**config.mk**
```make
export PLATFORM = sky130hd
export DESIGN_NAME = i281_cpu_mc
export DESIGN_NICKNAME = d
export VERILOG_FILES = /design/src/rtl/i281_cpu_mc.sv
export SDC_FILE = /design/constraint.sdc
export NUM_CORES = 1
export LEC_CHECK = 0
export CORE_MARGIN = 2
export CORE_UTILIZATION = 46
export DETAILED_ROUTE_END_ITERATION = 8
export MAX_ROUTING_LAYER = met4
export PLACE_DENSITY = 0.8
export SLEW_MARGIN = 20
export SYNTH_ARGS = -nofsm -noshare
export SYNTH_HDL_FRONTEND = slang
export SYNTH_SLANG_ARGS = --single-unit
```
**constraint.sdc**
```tcl
create_clock -name clock -period 3.3 [get_ports clock]
set_clock_uncertainty 0.1 [all_clocks]
set_input_delay 0.33 -clock clock [delete_from_list [all_inputs] [get_ports clock]]
set_output_delay 0.33 -clock clock [all_outputs]
set_load 0.03 [all_outputs]
```
**src/rtl/i281_cpu_mc.sv**
```systemverilog
// +--------------------------------------------------------------------------+
// | i281_cpu_mc: multi-cycle i281 CPU, handshake instruction/data memories.  |
// | Optional I281_STEP_EN adds a single-step input.  Revision 1.0            |
// +--------------------------------------------------------------------------+
`default_nettype none

module i281_cpu_mc #(
  parameter int DATA_W  = 8,
  parameter int PC_W    = 6,
  parameter int DADDR_W = 4
) (
  input  logic               clock,
  input  logic               reset,
  input  logic               run,
`ifdef I281_STEP_EN
  input  logic               step,
`endif
  input  logic [DATA_W-1:0]  switches,
  output logic               halted,
  output logic               imem_req,
  output logic [PC_W-1:0]    imem_addr,
  input  logic [15:0]        imem_rdata,
  input  logic               imem_ack,
  output logic               dmem_req,
  output logic               dmem_we,
  output logic [DADDR_W-1:0] dmem_addr,
  output logic [DATA_W-1:0]  dmem_wdata,
  input  logic [DATA_W-1:0]  dmem_rdata,
  input  logic               dmem_ack,
  output logic [PC_W-1:0]    pc,
  output logic [3:0]         flags
);

  localparam logic [2:0] S_IDLE  = 3'd0;
  localparam logic [2:0] S_FETCH = 3'd1;
  localparam logic [2:0] S_EXEC  = 3'd2;
  localparam logic [2:0] S_MEM   = 3'd3;
  localparam logic [2:0] S_HALT  = 3'd4;

  localparam logic [3:0] OP_LOADI = 4'd1,  OP_ADD  = 4'd2,  OP_ADDI = 4'd3;
  localparam logic [3:0] OP_SUB   = 4'd4,  OP_SUBI = 4'd5,  OP_LOAD = 4'd6;
  localparam logic [3:0] OP_STORE = 4'd7,  OP_CMP  = 4'd8,  OP_JUMP = 4'd9;
  localparam logic [3:0] OP_BRE   = 4'd10, OP_BRNE = 4'd11, OP_BRG  = 4'd12;
  localparam logic [3:0] OP_BRGE  = 4'd13, OP_INPUT = 4'd14, OP_HALT = 4'd15;

  logic [2:0]        r_state;
  logic [PC_W-1:0]   r_pc;
  logic [15:0]       r_ir;
  logic [3:0]        r_flags;
  logic              r_halted;
  logic [DATA_W-1:0] r_regs [4];

  logic [3:0]        w_op;
  logic [1:0]        w_rx, w_ry;
  logic [7:0]        w_imm8;
  logic [DATA_W-1:0] w_imm_d, w_a, w_b, w_bx, w_res, w_rf_data;
  logic [DATA_W:0]   w_sum;
  logic              w_sub, w_ovf, w_is_alu, w_taken, w_rf_we, w_start;
  logic [3:0]        w_alu_flags;
  logic [PC_W-1:0]   w_pc_inc, w_pc_br;

`ifdef I281_STEP_EN
  logic r_step_q, r_step_qq;
  always_ff @(posedge clock or negedge reset) begin
    if (!reset) begin
      r_step_q  <= 1'b0;
      r_step_qq <= 1'b0;
    end else begin
      r_step_q  <= step;
      r_step_qq <= r_step_q;
    end
  end
  assign w_start = run | (r_step_q & ~r_step_qq);
`else
  assign w_start = run;
`endif

  assign w_op    = r_ir[15:12];
  assign w_rx    = r_ir[11:10];
  assign w_ry    = r_ir[9:8];
  assign w_imm8  = r_ir[7:0];
  assign w_imm_d = DATA_W'($signed(w_imm8));
  assign w_a     = r_regs[w_rx];
  assign w_b     = (w_op == OP_ADDI || w_op == OP_SUBI) ? w_imm_d : r_regs[w_ry];
  assign w_sub   = (w_op == OP_SUB) || (w_op == OP_SUBI) || (w_op == OP_CMP);
  assign w_is_alu = (w_op == OP_ADD) || (w_op == OP_ADDI) || w_sub;

  // Subtraction is a + ~b + 1, so carry-out means "no borrow".
  assign w_bx  = w_sub ? ~w_b : w_b;
  assign w_sum = {1'b0, w_a} + {1'b0, w_bx} + {{DATA_W{1'b0}}, w_sub};
  assign w_res = w_sum[DATA_W-1:0];
  assign w_ovf = (w_a[DATA_W-1] ^ w_bx[DATA_W-1] ^ 1'b1) & (w_res[DATA_W-1] ^ w_a[DATA_W-1]);
  assign w_alu_flags = {w_sum[DATA_W], w_ovf, w_res[DATA_W-1], (w_res == '0)};

  assign w_pc_inc = r_pc + 1'b1;
  assign w_pc_br  = w_pc_inc + PC_W'($signed(w_imm8));

  always_comb begin
    w_taken = 1'b0;
    case (w_op)
      OP_JUMP: w_taken = 1'b1;
      OP_BRE:  w_taken = r_flags[0];
      OP_BRNE: w_taken = ~r_flags[0];
      OP_BRG:  w_taken = ~r_flags[0] & (r_flags[1] == r_flags[2]);
      OP_BRGE: w_taken = (r_flags[1] == r_flags[2]);
      default: w_taken = 1'b0;
    endcase
  end

  // Single register-file write port shared by EXEC results and LOAD data.
  always_comb begin
    w_rf_we   = 1'b0;
    w_rf_data = w_res;
    if (r_state == S_EXEC) begin
      case (w_op)
        OP_LOADI: begin w_rf_we = 1'b1; w_rf_data = w_imm_d; end
        OP_ADD, OP_ADDI, OP_SUB, OP_SUBI: w_rf_we = 1'b1;
        OP_INPUT: begin w_rf_we = 1'b1; w_rf_data = switches; end
        default:  w_rf_we = 1'b0;
      endcase
    end else if (r_state == S_MEM && dmem_ack && w_op == OP_LOAD) begin
      w_rf_we   = 1'b1;
      w_rf_data = dmem_rdata;
    end
  end

  always_ff @(posedge clock or negedge reset) begin
    if (!reset) begin
      for (int i = 0; i < 4; i++) r_regs[i] <= '0;
    end else if (w_rf_we) begin
      r_regs[w_rx] <= w_rf_data;
    end
  end

  always_ff @(posedge clock or negedge reset) begin
    if (!reset) begin
      r_state  <= S_IDLE;
      r_pc     <= '0;
      r_ir     <= '0;
      r_flags  <= '0;
      r_halted <= 1'b0;
    end else begin
      case (r_state)
        S_IDLE: if (w_start) r_state <= S_FETCH;
        S_FETCH: begin
          if (imem_ack) begin
            r_ir    <= imem_rdata;
            r_state <= S_EXEC;
          end
        end
        S_EXEC: begin
          if (w_is_alu) r_flags <= w_alu_flags;
          if (w_op == OP_LOAD || w_op == OP_STORE) begin
            r_state <= S_MEM;
          end else if (w_op == OP_HALT) begin
            r_state  <= S_HALT;
            r_halted <= 1'b1;
          end else begin
            r_pc    <= w_taken ? w_pc_br : w_pc_inc;
            r_state <= run ? S_FETCH : S_IDLE;
          end
        end
        S_MEM: begin
          if (dmem_ack) begin
            r_pc    <= w_pc_inc;
            r_state <= run ? S_FETCH : S_IDLE;
          end
        end
        S_HALT:  r_state <= S_HALT;
        default: r_state <= S_IDLE;
      endcase
    end
  end

  assign halted     = r_halted;
  assign imem_req   = (r_state == S_FETCH);
  assign imem_addr  = r_pc;
  assign dmem_req   = (r_state == S_MEM);
  assign dmem_we    = (r_state == S_MEM) && (w_op == OP_STORE);
  assign dmem_addr  = DADDR_W'(w_imm8);
  assign dmem_wdata = w_a;
  assign pc         = r_pc;
  assign flags      = r_flags;

endmodule

`default_nettype wire

```
==> run summary <==
Num CTS Buffers: 9
Largest net degree at the start of global routing: 63
Setup ws final: -0.00797 ns
Min Tclk post-route: 3.31 ns
Share of the synthesized area in the top cell type: 0.359
FP Rows: 35
RSZ-0062 raised after global routing: true
Synth async-reset ratio: 1.00
Initial antenna violation count: 0
Final Hold Vio Count: 0
First-pass GRT wire length: 18.6 mm
DIE AREA: 0.0102 sq mm
Status: complete, but fails checks
Number of enable flip-flop cells after synthesis: 0
Clock root buffer: clkbuf_8
Die H: 101 um
Count leader, synth: dfrtp_1
Syn Nets: 487
CP endpoint kind: register
Final net count: 578
Worst slew margin: 0.468
Delay-heaviest family, CP: multiplexers
Inserted Diodes: 0
GP Congestion: 0.932
CP Cell Sequence: mux4_1, mux2i_2, xnor2_2, fa_2, a21o_1, a21oi_2, xnor2_1, or4_1, a2111o_1, o31ai_2
R2r setup slk: -0.008 ns
Core Util, Final: 0.618
Fin. max-slew vios: 0
Worst Path Buf+Inv: 0
Core Region: 0.00920 sq mm
Fmax: 302 MHz
Largest fanout on the critical path: 3
Synth area leaders: dfrtp_1 (36%), mux2_2 (7.3%), mux4_2 (5.7%), ha_1 (3.8%), nand2_1 (3.6%)
Vias/cell: 5.99
GR Util All Layers: 0.243
Setup CP Type: reg2reg
Period Utilization, post-route: 1.00
Final setup violation count: 1
TNS Setup: -0.00797 ns
Hpwl dp: 8.76 mm
Least-Margin Pin Slew: 0.798 ns
Sequential-to-total area share from yosys stat: 0.359
Critical Path RT: 3.46 ns
Slowest stage cell, crit path: mux4_1
H-tree levels: 3
Post-synthesis register bit count: 62
Detail Route Antenna Nets: 0
Avg Cell Area, Syn: 9.93 sq um
CP peak stage delay: 0.60 ns
Post-synthesis to final-layout area growth: 31.4%
Worst endpoint data arrival time: 3.47 ns
Post-synth top cells: dfrtp_1 (62), nand2_1 (42), a21oi_1 (28), mux2_2 (28), nor2_1 (25)
First-pass DRT Iterations: 5
CTS tree: yes
Top_reg_cell synth: dfrtp_1
Vias in the first global route: 3843
Reg clk slew, reported paths: 0.07 ns
Routed WL: 11.8 mm
Yosys warning count: 0
Area leader, netlist: dfrtp_1
Hold Path Class: in2async
Failing checks: negative setup slack
Layout cells sized above 1: 0.258
Synth Instances: 435
Residual DRC: 0
Worst skew pair latency: 0.36 ns
Synth Cell Area: 0.00432 sq mm
Clk sinks: 62
Reg2reg end: flags[0]$_DFFE_PN0P_
CTS Buffer Depth: 2
Netlist cell types: 66
Vias: 3845
Worst r2r src: r_ir[8]$_DFFE_PN0P_
Critical Path Source Type: register
Setup WS pre-CTS: -0.114 ns
GR Overflow Total: 0
Io pins: 69
Port Buffer Count: 68
R2R depth: 10
Final Cell Area: 0.00568 sq mm
Initial DRC count: 224
Avg WL per Cell: 18.4 um
Starting density of the core: 0.470
Die Wd: 101 um
Hold_buf cts: 0
Placed inst area: 0.00527 sq mm
Max cap viols: 0
[placed cells by master (no fill, tap or decap), types with 4 or more instances in the layout]
master / synthesis / final
nand2b_1: 7 / 6
xor2_1: 10 / 10
mux4_2: 11 / 12
inv_1: 8 / 8
o21ai_1: 17 / 16
ha_1: 13 / 10
a221oi_1: 5 / 4
dfrtp_1: 62 / 62
buf_4: 10 / 43
a22oi_1: 5 / 4
mux4_1: 5 / 4
nand3b_1: 6 / 6
o21ai_0: 19 / 15
a21o_1: 8 / 8
and2_1: 4 / 4
a21oi_1: 28 / 25
nor3_1: 9 / 9
o21ai_2: 0 / 5
nand2_1: 42 / 41
clkbuf_8: 0 / 11
mux2i_1: 11 / 8
nand3_1: 13 / 13
xnor2_1: 11 / 10
mux2_2: 28 / 25
nor2_1: 25 / 24
clkdlybuf4s50_1: 0 / 67
[cell type report]
type / instances / area (sq um)
clock buffers: 11 / 151
clock inverters: 5 / 81.3
fillers: 725 / 3520
inverters: 11 / 46.3
multi-input cells: 329 / 2690
flip-flops and latches: 62 / 1550
well taps: 111 / 139
repair buffers: 113 / 1020
[timing repair]
action                                  4_1_cts  5_1_grt
gates resized for setup                       4       32
buffers inserted                              2        4
endpoints found under the setup margin       10       21
pin swaps                                     3       11
[sequential cells by signal (all words and copies together), names as in the netlist]
register   count
r_regs        32
r_ir          16
imem_addr      6
flags          4
r_state        3
halted         1
[worst max-delay path by stage]
stage                    startpoint                endpoint  cells past startpoint  slack [ns]
3_3_place_gp    r_ir[8]$_DFFE_PN0P_    flags[0]$_DFFE_PN0P_                     11        0.03
2_1_floorplan  r_ir[14]$_DFFE_PN0P_    flags[0]$_DFFE_PN0P_                     13       -0.07
6_report        r_ir[8]$_DFFE_PN0P_    flags[0]$_DFFE_PN0P_                     10      -0.008
4_1_cts         r_ir[8]$_DFFE_PN0P_    flags[0]$_DFFE_PN0P_                     11      -0.009
3_5_place_dp    r_ir[8]$_DFFE_PN0P_  r_regs[15]$_DFFE_PN0P_                     13       -0.11
5_1_grt        r_ir[14]$_DFFE_PN0P_   r_regs[7]$_DFFE_PN0P_                     14       -0.16
[per-stage QoR]
step	cells	hold WS [ns]
after detailed placement	620	0.358
after CTS	638	0.0662
after global routing	642	0.134
final	642	0.0342
after floorplan	435	-0.0656
after global placement	620	0.352
[logic make-up (layout without fill, tap and decap cells)]
logic type / count (synthesis) / in the layout / share of synthesized area
flops: 62 / 62 / 0.359
compound gates: 110 / 110 / 0.166
simple gates: 128 / 128 / 0.149
mux: 55 / 55 / 0.186
xor+xnor: 21 / 21 / 0.0426
buf+inv: 44 / 140 / 0.0501
fa+ha+maj: 15 / 15 / 0.0469
[layer usage]
layer | GRT usage | share of wire | vias to the layer above
li1 | - | - | 1779
met1 | 0.296 | 0.42 | 1887
met2 | 0.411 | 0.50 | 153
met3 | 0.0395 | 0.058 | 26
met4 | 0.0873 | 0.019 | 0
met5 | - | 0 | -
Power is left out: the tool's default activity adds up to more than one toggle a clock period on the data nets, which glitch-free logic cannot reach.
